$ cat src/rtl/pipelined_mult_unit.sv
// Pipelined EX-stage integer multiplier with operand forwarding, stall and flush.
// Define MULT_HI_EN to build the full 2*WIDTH product and honour hi (MULH/MULHU).
module pipelined_mult_unit #(
  parameter int WIDTH  = 32,
  parameter int STAGES = 3
) (
  input  logic             clk,
  input  logic             reset,
  input  logic             in_valid,
  input  logic [WIDTH-1:0] x1,
  input  logic [WIDTH-1:0] x2,
  input  logic [WIDTH-1:0] fwd,
  input  logic             forwardA,
  input  logic             forwardB,
  input  logic             sgn,
  input  logic             hi,
  input  logic             stall,
  input  logic             flush,
  output logic             out_valid,
  output logic [WIDTH-1:0] out,
  output logic             busy
);

  logic [WIDTH-1:0] sel_a;
  logic [WIDTH-1:0] sel_b;
  logic [WIDTH-1:0] mul_a;
  logic [WIDTH-1:0] mul_b;
  logic             mul_sgn;
  logic             mul_hi;
  logic             mul_valid;
  logic [WIDTH-1:0] mul_result;
  logic             ops_busy;
  logic             res_valid;
  logic [WIDTH-1:0] res_data;

  assign sel_a = forwardA ? fwd : x1;
  assign sel_b = forwardB ? fwd : x2;

  generate
    if (STAGES == 1) begin : g_direct
      assign mul_a     = sel_a;
      assign mul_b     = sel_b;
      assign mul_sgn   = sgn;
      assign mul_hi    = hi;
      assign mul_valid = in_valid;
      assign ops_busy  = 1'b0;
    end else begin : g_ops
      localparam int N = STAGES - 1;

      logic [WIDTH-1:0] a_q [N];
      logic [WIDTH-1:0] b_q [N];
      logic [N-1:0]     sgn_q;
      logic [N-1:0]     hi_q;
      logic [N-1:0]     v_q;

      // Operand/mode stages ahead of the multiplier; flush only kills valid bits.
      always_ff @(posedge clk) begin
        if (reset) begin
          for (int i = 0; i < N; i++) begin
            a_q[i] <= '0;
            b_q[i] <= '0;
          end
          sgn_q <= '0;
          hi_q  <= '0;
          v_q   <= '0;
        end else begin
          if (!stall) begin
            a_q[0]   <= sel_a;
            b_q[0]   <= sel_b;
            sgn_q[0] <= sgn;
            hi_q[0]  <= hi;
            for (int i = 1; i < N; i++) begin
              a_q[i]   <= a_q[i-1];
              b_q[i]   <= b_q[i-1];
              sgn_q[i] <= sgn_q[i-1];
              hi_q[i]  <= hi_q[i-1];
            end
          end
          if (flush) begin
            v_q <= '0;
          end else if (!stall) begin
            v_q[0] <= in_valid;
            for (int i = 1; i < N; i++) begin
              v_q[i] <= v_q[i-1];
            end
          end
        end
      end

      assign mul_a     = a_q[N-1];
      assign mul_b     = b_q[N-1];
      assign mul_sgn   = sgn_q[N-1];
      assign mul_hi    = hi_q[N-1];
      assign mul_valid = v_q[N-1];
      assign ops_busy  = |v_q;
    end
  endgenerate

`ifdef MULT_HI_EN
  logic [2*WIDTH-1:0] ext_a;
  logic [2*WIDTH-1:0] ext_b;
  logic [2*WIDTH-1:0] product;

  // Sign- or zero-extend to 2*WIDTH so one unsigned multiply serves both modes.
  assign ext_a      = {{WIDTH{mul_sgn & mul_a[WIDTH-1]}}, mul_a};
  assign ext_b      = {{WIDTH{mul_sgn & mul_b[WIDTH-1]}}, mul_b};
  assign product    = ext_a * ext_b;
  assign mul_result = mul_hi ? product[2*WIDTH-1:WIDTH] : product[WIDTH-1:0];
`else
  logic unused_mode;

  assign unused_mode = mul_sgn ^ mul_hi;
  assign mul_result  = mul_a * mul_b;
`endif

  // Result stage: out only loads on a completing op, so it holds between results.
  always_ff @(posedge clk) begin
    if (reset) begin
      res_valid <= 1'b0;
      res_data  <= '0;
    end else if (flush) begin
      res_valid <= 1'b0;
    end else if (!stall) begin
      res_valid <= mul_valid;
      if (mul_valid) begin
        res_data <= mul_result;
      end
    end
  end

  assign out_valid = res_valid;
  assign out       = res_data;
  assign busy      = ops_busy | res_valid;

endmodule
$ cat config.mk
export PLATFORM = sky130hd
export DESIGN_NAME = pipelined_mult_unit
export DESIGN_NICKNAME = d
export VERILOG_FILES = /design/src/rtl/pipelined_mult_unit.sv
export SDC_FILE = /design/constraint.sdc
export NUM_CORES = 1
export LEC_CHECK = 0
export CORE_MARGIN = 8
export CORE_UTILIZATION = 67
export CTS_CLUSTER_DIAMETER = 60
export DETAILED_ROUTE_END_ITERATION = 7
export GPL_ROUTABILITY_DRIVEN = 0
export PLACE_DENSITY = 0.94
export SLEW_MARGIN = 10
export SYNTH_ARGS = -nofsm -noshare
export SYNTH_HDL_FRONTEND = slang
export SYNTH_SLANG_ARGS = --single-unit
$ cat constraint.sdc
create_clock -name clk -period 12.4 [get_ports clk]
set_input_delay 2.48 -clock clk [delete_from_list [all_inputs] [get_ports clk]]
set_output_delay 2.48 -clock clk [all_outputs]
set_load 0.02 [all_outputs]
==> run metrics <==
largest net degree at the start of global routing=100; Synth area leader=fa_1; clk_lat worst skew=~0.44 ns; top cells by count, synth=430 x and2_1, 408 x fa_1, 360 x inv_1; Worst Tran Pin Value=between 1 and 1.5 ns; Final ANT Viol Nets=0; Tot Pwr=approximately 3.2 mW; WS Path Type=flop to flop; CP max stage delay=1.07 ns; crit path max-delay cell type=edfxtp_1; Synth area leaders=fa_1 37%, edfxtp_1 17%, and2_1 12%, ha_1 6.9%, inv_1 6.1%; clock-pin transition on the worst setup and hold timing paths=0.08 ns; Setup violations, final=0; Synth Instances=2198; Distinct cells, synth=54; Final #Nets=2889; top_reg_cell synth=edfxtp_1; switching power=1.48 mW; Worst EP required=12.72 ns; max-cap viol count=0; gr usage total=29.7%; final worst-path cycle share=~65%; fin crit period=between 8 and 9 ns; CTS tree=done; DP HPWL=40200 um; First-pass DRT Iterations=5; final hold violation count=0; worst-path cell chain=and2_1 -> fa_1 -> fa_1 -> fa_1 -> inv_1 -> fa_1 -> inv_1 -> fa_1 -> inv_1 -> fa_1 -> inv_1 -> fa_1 -> fa_1 -> ha_1 -> and3_1 -> and3_1 -> nand2_1 -> a211oi_2 -> nor4_1 -> o21ba_1 -> xor2_1 -> o21ai_1 -> nor2b_1; Yosys reg bits=between 150 and 200; Die ar.=39200 um^2; status=finished, final reports clean; Row Count=66; Placed Instances=2676; Async S/R FF share, synth=0%; Peak VDD IR=0.000179 V; count leader, synth=and2_1; Area Overhead vs Synth=9.97%; Worst Clk Skew=0.0159 ns; DR iter-0 viols=1310; via/cell ratio=5.90; Num Clock Sinks=163; layout cell share with drive strength beyond 1=2.82%; number of synthesized flops with an enable pin=between 100 and 150; post-synth top area share=between 30% and 40%; Post-Syn Nets=roughly 2800; worst-path fanout max=27; vias in the first global route=around 18000; post-CTS setup buffer count=0; post-CTS sizing=0; Chip Height=a little under 200 um; pwr dens=approximately 130 nW/um^2; Clock power frac=17.2%; Comb pwr share=61.2%; Ports=approximately 140; final wirelength=55400 um; Critical Path AT=8.44 ns; clock buffer depth=2; HP Class=flop to flop; width of the die=around 200 um; Remaining DRCs=0; Setup TNS Final=0 ns; cell repeated most along the worst path=fa_1; cts hold-fix bufs=0; Final Util=74.9%; core footprint=around 33000 um^2; WL/cell=20.4 um; Max Clock Freq=~120 MHz; Power Internal=1.72 mW; ANT cells=0; sequential fraction of design power=21.5%; crit path capture type=flop; Yosys Warn Count=0; antenna violations before repair=0; global-route wire length before repair=91200 um; Post-Syn Area per Cell=around 10 um^2; CTS Buf Count=17; number of port buffers=136; initial core utilization=68.1%; sequential share of the synthesized area=20.5%; RSZ-0062 raised after global routing=no; leakage=10.9 nW; Synth Cell Area=22200 um^2; CP Launch Type=flop; H-tree depth=4; final cell count without fillers=2708; Slew headroom=roughly 22%; vias post-DR=16000; Final Slew Violations=0; Sw Ratio=between 40% and 50%; Root Buffer=clkbuf_16; grt ovf=0
==> cells by family (layout without fill, tap and decap cells) <==
kind of cell,after synthesis,in the layout,synth area share [%]
and+or+nand+nor,772,772,18.3
adders and majority gates,531,531,43.7
DFF,163,163,20.5
buffers and inverters,477,545,8.08
AOI/OAI and AO/OA,106,106,3.09
xor gates and xnor gates,82,82,3.30
muxes,67,67,3.02
==> cell type report <==
class / instances / area (um^2)
clock buffer: 17 / 425
clock inverter: 15 / 185
fill: 1922 / 8190
inverter: 360 / 1350
multi-input combinational: 1558 / 15900
sequential: 163 / 4540
tap: 442 / 553
timing repair buffer: 153 / 1480
==> cells in the final DEF, fill, tap and decap left out, types with 12 or more instances in the layout <==
cell type / n
nand2_1: 219
and2_1: 430
clkbuf_16: 17
buf_4: 17
dfxtp_1: 35
xnor2_1: 65
ha_1: 123
inv_1: 360
a21o_1: 12
clkdlybuf4s50_1: 134
o21ai_0: 12
xor2_1: 16
mux2i_1: 67
a21oi_1: 45
fa_1: 408
nor2_1: 80
edfxtp_1: 128
==> power groups by stage <==
stage | clock (mW) | sequential, mW | combinational, mW
final | 0.552 | 0.690 | 1.96
after global routing | 0.572 | 0.692 | 2.14
after CTS | 0.554 | 0.686 | 1.93
after detailed placement | 0 | 0.696 | 1.91
after global placement | 0 | 0.692 | 1.82
after floorplan | 0 | 0.655 | 1.36
==> final timing paths <==
path                            slack [ns]             start  endpoint  depth (start not counted)
worst max-delay path                  4.29  g_ops.b_q[0][37]   out[28]                         23
worst min-delay path                  0.46            out[8]    out[8]                          2
worst max register to register        4.29  g_ops.b_q[0][37]   out[28]                         23
worst min register to register        0.46            out[8]    out[8]                          2
==> stage by stage <==
step                instance area [um^2]  setup WS (ns)  hold slack, ns
floorplan                          22200           5.59           0.497
detailed placement                 23800           4.47           0.449
finish                             24400           4.29           0.460
global placement                   23800           4.74           0.441
global route                       24400           4.09           0.482
CTS                                24400           4.46           0.460
==> layer usage <==
| metal | global-route usage (%) | routed length [um] | part of all wire, % | up-vias |
|---|---|---|---|---|
| li1 | - | - | - | 6760 |
| met1 | 33.8 | 19100 | 34 | 7932 |
| met2 | 51.3 | 27800 | 50 | 974 |
| met3 | 5.84 | 5010 | 9.1 | 305 |
| met4 | 17.8 | 3500 | 6.3 | 0 |
| met5 | 0 | 0 | 0 | - |
==> registers in the layout, indices dropped and copies added, names as in the netlist <==
name       flops
g_ops.v_q      2
g_ops.b_q     64
out_valid      1
g_ops.a_q     64
out           32
==> worst max-delay path, delay by kind of cell, from the launching register on <==
| kind | cells | cell delay, ns |
|---|---|---|
| flip-flops | 1 | 1.07 |
| AND/OR/NAND/NOR | 6 | 1.78 |
| adder cells (fa/ha/maj) | 9 | 4.29 |
| buffers and inverters | 4 | 0.21 |
| XOR/XNOR | 1 | 0.27 |
| AO/OA/AOI/OAI | 3 | 0.37 |
Power figures use the tool's default switching activity.
